### config.mk
export PLATFORM = sky130hd
export DESIGN_NAME = half_duplex_pad_ctrl
export DESIGN_NICKNAME = d
export VERILOG_FILES = /design/src/rtl/half_duplex_pad_ctrl.sv
export SDC_FILE = /design/constraint.sdc
export NUM_CORES = 1
export LEC_CHECK = 0
export CAP_MARGIN = 20
export CELL_PAD_IN_SITES_DETAIL_PLACEMENT = 0
export CELL_PAD_IN_SITES_GLOBAL_PLACEMENT = 2
export CORE_MARGIN = 2
export CORE_UTILIZATION = 32
export CTS_CLUSTER_SIZE = 25
export DETAILED_ROUTE_END_ITERATION = 12
export GPL_TIMING_DRIVEN = 0
export PLACE_DENSITY_LB_ADDON = 0.2
export SLEW_MARGIN = 20
export SYNTH_ARGS = -nofsm -noshare
export SYNTH_HDL_FRONTEND = slang
export SYNTH_SLANG_ARGS = --single-unit
### constraint.sdc
create_clock -name CLK -period 2.7 [get_ports CLK]
set_input_delay 0.675 -clock CLK [delete_from_list [all_inputs] [get_ports CLK]]
set_output_delay 0.675 -clock CLK [all_outputs]
set_load 0.05 [all_outputs]
### src/rtl/half_duplex_pad_ctrl.sv
// half_duplex_pad_ctrl: drives a WIDTH-bit frame MSB first onto a shared pad, turns the bus around, optionally samples a WIDTH-bit reply.
// Latency: WIDTH*DIV drive + TURN turnaround cycles, plus (WIDTH-1)*DIV + DIV/2 + 1 sample cycles on reads; rx_valid lands in the following IDLE cycle.
// Backpressure: tx_ready only in IDLE, tx_valid is ignored elsewhere; rx_valid is a one-cycle pulse with no ready.
// Ports: CLK, RST (synchronous, active-high); tx_valid/tx_ready/tx_data/tx_read request side; rx_valid/rx_data reply side;
//        PAD_O/PAD_T/PAD_I to the tristate pad buffer (PAD_T=1 is high-Z); busy is high whenever the FSM is not IDLE.
module half_duplex_pad_ctrl #(
  parameter int WIDTH = 8,
  parameter int DIV   = 4,
  parameter int TURN  = 2
) (
  input  logic             CLK,
  input  logic             RST,
  input  logic             tx_valid,
  output logic             tx_ready,
  input  logic [WIDTH-1:0] tx_data,
  input  logic             tx_read,
  output logic             rx_valid,
  output logic [WIDTH-1:0] rx_data,
  output logic             PAD_O,
  output logic             PAD_T,
  input  logic             PAD_I,
  output logic             busy
);

  // One divider counter serves both the bit period and the turnaround.
  localparam int DMAX = (DIV > TURN) ? DIV : TURN;
  localparam int CW   = (DMAX > 1) ? $clog2(DMAX) : 1;
  localparam int BW   = (WIDTH > 1) ? $clog2(WIDTH) : 1;

  localparam logic [CW-1:0] DIV_LAST  = CW'(DIV - 1);
  localparam logic [CW-1:0] TURN_LAST = CW'(TURN - 1);
  localparam logic [CW-1:0] SAMP_IDX  = CW'(DIV / 2);
  localparam logic [BW-1:0] BIT_LAST  = BW'(WIDTH - 1);

  typedef enum logic [1:0] {
    ST_IDLE,
    ST_DRIVE,
    ST_TURN,
    ST_SAMPLE
  } state_t;

  state_t           state, state_nxt;
  logic [CW-1:0]    div_cnt, div_nxt;
  logic [BW-1:0]    bit_cnt, bit_nxt;
  logic [WIDTH-1:0] shreg, sh_nxt;
  logic             rd, rd_nxt;
  logic             rx_fire;

  always_comb begin
    state_nxt = state;
    div_nxt   = div_cnt + 1'b1;
    bit_nxt   = bit_cnt;
    sh_nxt    = shreg;
    rd_nxt    = rd;
    rx_fire   = 1'b0;

    case (state)
      ST_IDLE: begin
        div_nxt = '0;
        if (tx_valid) begin
          state_nxt = ST_DRIVE;
          sh_nxt    = tx_data;
          rd_nxt    = tx_read;
        end
      end

      ST_DRIVE: begin
        if (div_cnt == DIV_LAST) begin
          div_nxt = '0;
          if (bit_cnt == BIT_LAST) begin
            state_nxt = ST_TURN;
          end else begin
            bit_nxt = bit_cnt + 1'b1;
            sh_nxt  = shreg << 1;
          end
        end
      end

      ST_TURN: begin
        if (div_cnt == TURN_LAST) begin
          state_nxt = rd ? ST_SAMPLE : ST_IDLE;
        end
      end

      ST_SAMPLE: begin
        // The frame ends on the last sample edge, not at the end of the last
        // bit period, so the reply is visible as early as possible.
        if (div_cnt == SAMP_IDX) begin
          sh_nxt = (shreg << 1) | WIDTH'(PAD_I);
          if (bit_cnt == BIT_LAST) begin
            state_nxt = ST_IDLE;
            rx_fire   = 1'b1;
          end
        end
        if (div_cnt == DIV_LAST) begin
          div_nxt = '0;
          bit_nxt = bit_cnt + 1'b1;
        end
      end

      default: begin
        state_nxt = ST_IDLE;
      end
    endcase

    // Every state starts counting from zero.
    if (state_nxt != state) begin
      div_nxt = '0;
      bit_nxt = '0;
    end
  end

  // Pad controls are registered from the next state, so PAD_T is low exactly
  // in the cycles where the registered state is DRIVE and nowhere else.
  always_ff @(posedge CLK) begin
    if (RST) begin
      state    <= ST_IDLE;
      div_cnt  <= '0;
      bit_cnt  <= '0;
      shreg    <= '0;
      rd       <= 1'b0;
      PAD_T    <= 1'b1;
      PAD_O    <= 1'b0;
      rx_valid <= 1'b0;
      rx_data  <= '0;
    end else begin
      state    <= state_nxt;
      div_cnt  <= div_nxt;
      bit_cnt  <= bit_nxt;
      shreg    <= sh_nxt;
      rd       <= rd_nxt;
      PAD_T    <= (state_nxt != ST_DRIVE);
      PAD_O    <= (state_nxt == ST_DRIVE) && sh_nxt[WIDTH-1];
      rx_valid <= rx_fire;
      if (rx_fire) begin
        rx_data <= sh_nxt;
      end
    end
  end

  assign tx_ready = (state == ST_IDLE);
  assign busy     = (state != ST_IDLE);

endmodule

# Yosys cells after proc, flatten, opt, wreduce, memory -nomap -nowiden
# Index checks and enable logic that the tools add are counted.
# W data, S select, Z words.
dict set report classes {
  n_addsub 2
  n_eq_ne 13
  mux 22
  bitwise 1
  reduce_logical 8
}
# operator n
set op_table {}
lappend op_table {{$mux W8} 4}
lappend op_table {{$pmux W8 S3} 1}
lappend op_table {{$mux W2} 8}
lappend op_table {{$mux W3} 3}
lappend op_table {{$eq A2 B2 Y1 const B} 4}
lappend op_table {{$or A8 B1 Y8} 1}
lappend op_table {{$pmux W2 S4} 1}
lappend op_table {{$eq A2 B1 Y1 const B} 3}
lappend op_table {{$ne A2 B2 Y1 const B} 3}
lappend op_table {{$pmux W3 S2} 1}
lappend op_table {{$pmux W2 S2} 1}
lappend op_table {{$reduce_and A4 Y1} 1}
lappend op_table {{$reduce_bool A2 Y1} 2}
lappend op_table {{$reduce_or A2 Y1} 2}
lappend op_table {{$add A3 B1 Y3 const B} 1}
lappend op_table {{$eq A3 B3 Y1 const B} 1}
lappend op_table {{$mux W1} 3}
lappend op_table {{$add A2 B1 Y2 const B} 1}
lappend op_table {{$logic_not A2 Y1} 1}
lappend op_table {{$ne A2 B1 Y1 const B} 1}
lappend op_table {{$ne A2 B2 Y1} 1}
lappend op_table {{$reduce_and A2 Y1} 1}
lappend op_table {{$logic_and A1 B1 Y1} 1}
dict set report totals {
  reg_bits 27
  input_bits 13
  out_inout_bits 13
  elab_cells 55
}

# Longest topological paths before layout
dict set report depth {
  ltp_word 6
  ltp_mapped 7
}

# Worst setup path after synthesis
# Ideal clock, no wire load.
dict set report synth_path {
  path_kind {reg-to-output}
  startpoint {reg state[0]}
  endpoint {out tx_ready}
  arrival_ns 1.427
  required_ns 2.025
  path_slack_ns 0.598
  path_stages_with_launch 5
  n_path_buf 2
  cell_sequence {dfxtp_1 buf_4 buf_2 or2_2 inv_1}
}
dict set report synth_via {
  elab_chain_cells 1
}
# item line
set synth_lines {}
lappend synth_lines {{from (decl)} 42} ;# state_t state, state_nxt;
lappend synth_lines {{from (signal assigned)} 127} ;# state <= state_nxt;
lappend synth_lines {{$logic_not A2 Y1} 141} ;# assign tx_ready = (state == ST_IDLE);
lappend synth_lines {{to (decl)} 14} ;# output logic tx_ready,
# No other way between the ends.

# Worst setup path in the final report
# Ends and elaborated chain as after synthesis.

==> results_dict.tcl <==
set metrics [dict create \
    synth_nets 159 \
    fin_tns_setup_ns 0 \
    postLayoutCellArea_mm2 0.00161 \
    clk_path_buf_depth 2 \
    grt_max_degree 17 \
    grt.total_usage 0.151 \
    path_buf_inv 4 \
    worstSetupEndpointType "output pin" \
    synth_edf_count 0 \
    diodes 0 \
    setup_viol 0 \
    cp_max_fo 10 \
    rsz0062_at_grt "no" \
    slew_violations 0 \
    dp_hpwl_um 2220 \
    area.growth.synth_to_final_pct 27.5 \
    grt_first_pass_wirelength_um 5190 \
    cp_slowest_cell "dlygate4sd2_1" \
    worst_slew_pin_slew_ns 0.867 \
    yosysWarnings 0 \
    place_congestion 0.698 \
    route.detailed.drc 0 \
    clkLatencyLatePin_ns 0.27 \
    async_flop_share 0 \
    antenna_found_initial 0 \
    dominantRegCellSynth "dfxtp_1" \
    syn_area_mm2 0.00126 \
    hold_path_class "reg2reg" \
    grt_pass1_vias 1116 \
    layout-drive-gt1-share 0.101 \
    post_cts_buffers 0 \
    maxCapViolCount 0 \
    fillers 397 \
    hold_violations 0 \
    postCtsHoldBufs 0 \
    placedInstanceArea_mm2 0.00156 \
    layout_common_cells "dfxtp_1, nand2_1, clkdlybuf4s50_1" \
    htree_levels 1 \
    synth_xor_area_frac 0 \
    initial_core_util 0.339 \
    first_pass_iters 4 \
    io_buffers 24 \
    num_vias 1119 \
    path_clk_slew_ns 0.10 \
    start_kind "flip-flop" \
    synthDistinctLibCells 36 \
    cts_num_sinks 27 \
    io-pin-count 26 \
    synth_top_family_by_area "simple AND/OR/NAND/NOR gates" \
    grt-ovfl-total 0 \
    worstSetupPathType "reg2out" \
    crit_arrival_ns 1.88 \
    status "complete, no violations" \
    vdd_drop_max_v 0.000157 \
    slew_headroom 0.414 \
    worstPathCellList "buf_4 > buf_2 > or2_2 > inv_1 > dlygate4sd2_1" \
    fin_nets 188 \
    final_antenna_net_count 0 \
    slowest_delay_ns 0.52 \
    dieArea_mm2 0.00445 \
    syn_inst 141 \
    wl_um 2970 \
    fmax_mhz 392 \
    synth_fa_ha_area_frac 0.0497 \
    min_period_over_period 0.946 \
    muxShareOfSynthArea 0 \
    vias_per_cell 5.16 \
    rows 22 \
    die_h_um 66.7 \
    tritoncts "yes" \
    skew_ns 0.00118 \
    syn_avg_cell_area_um2 8.93 \
    coreArea_mm2 0.00372 \
    wl_per_cell_um 13.7 \
    synthSimpleGateAreaFrac 0.285 \
    cts_resized 2 \
    synth_compound_area_frac 0.183 \
    drtIter0Drc 63 \
    numCtsBuffers 3 \
    layout_commonest_cell "dfxtp_1" \
    cp_top_family "buffers and inverters" \
    finalCriticalPeriod_ns 2.55 \
    cts_root_buf "clkbuf_8" \
    power.leakage_nw 0.579 \
    seq_area_frac_synth 0.429 \
    cp.required_ns 2.03 \
    power_density_mw_per_mm2 463 \
    ys_ff_latch 27 \
    fp.dieW_um 66.7 \
]
## cell type report
type	instances	area [um^2]	area share
clock buffers	3	41.3	0.0257
clock inverters	1	7.51	0.00468
flip-flops and latches	27	541	0.337
repair buffers	24	238	0.148
plain buffers	9	51.3	0.0320
inverters	4	15.0	0.00935
well taps	48	60.1	0.0374
multi-input cells	101	652	0.406
## worst paths after layout
check,startpoint,end,slack (ns),cells after the start
worst max-delay path,state[0]$_SDFF_PP0_,tx_ready,0.15,5
worst min-delay path,rx_data[6]$_SDFFE_PP0P_,rx_data[6]$_SDFFE_PP0P_,0.46,2
worst max register to register,bit_cnt[0]$_SDFFE_PP0P_,shreg[2]$_SDFF_PP0_,0.82,6
worst min register to register,rx_data[6]$_SDFFE_PP0P_,rx_data[6]$_SDFFE_PP0P_,0.46,2
## synthesized netlist by cell type, drive strengths merged, types with 3 or more instances
cell type / n / share of area
inv: 4 / 0.012
nand4: 5 / 0.025
nand3: 6 / 0.024
nand2b: 5 / 0.025
a21oi: 13 / 0.055
ha: 5 / 0.050
and2: 6 / 0.030
o21ai: 3 / 0.012
buf: 7 / 0.035
nand2: 23 / 0.069
nor2: 4 / 0.012
a22oi: 4 / 0.024
o211ai: 3 / 0.018
a221o: 6 / 0.048
dfxtp: 27 / 0.43
## per-stage QoR
| step | total power, mW | setup slack (ns) | std cells | utilization | hold slack [ns] |
|---|---|---|---|---|---|
| floorplan | 0.479 | 0.598 | 141 | - | 0.445 |
| global placement | 0.516 | 0.175 | 213 | 0.420 | 0.442 |
| detailed placement | 0.517 | 0.173 | 213 | 0.420 | 0.450 |
| CTS | 0.755 | 0.134 | 217 | 0.432 | 0.464 |
| global route | 0.783 | 0.0420 | 217 | 0.432 | 0.491 |
| finish | 0.744 | 0.147 | 217 | 0.432 | 0.459 |
## power by group
| part | total (mW) | leakage (nW) | switching (mW) | internal, mW |
|---|---|---|---|---|
| sequential | 0.421 | 0.220 | 0.0103 | 0.410 |
| combinational | 0.0850 | 0.337 | 0.0460 | 0.0390 |
| clock | 0.238 | 0.0217 | 0.133 | 0.105 |
| total | 0.744 | 0.579 | 0.190 | 0.554 |
## flip-flops by register name, indices dropped and copies added, names as in the netlist
name	cells
PAD_O	1
PAD_T	1
bit_cnt	3
div_cnt	2
rd	1
rx_data	8
rx_valid	1
shreg	8
state	2
## per-layer routing
layer,GRT usage,vias up,share of wire
met5,0,-,0
met4,0.0459,0,0.0071
met3,0.0203,4,0.024
met2,0.255,14,0.48
met1,0.199,538,0.49
li1,-,563,-
## cell families (layout without fill, tap and decap cells)
family,after synthesis,count (layout)
AO/OA/AOI/OAI,33,33
adder cells (fa/ha/maj),5,5
buffers and inverters,13,41
flip-flops,27,27
AND/OR/NAND/NOR,63,63
## tightest hold or removal path, stage by stage (launching register included)
cell	delay (ns)
dfxtp_1	0.32
nand2_1	0.05
a21oi_1	0.05
No activity file was read; power rests on OpenSTA's default activity.
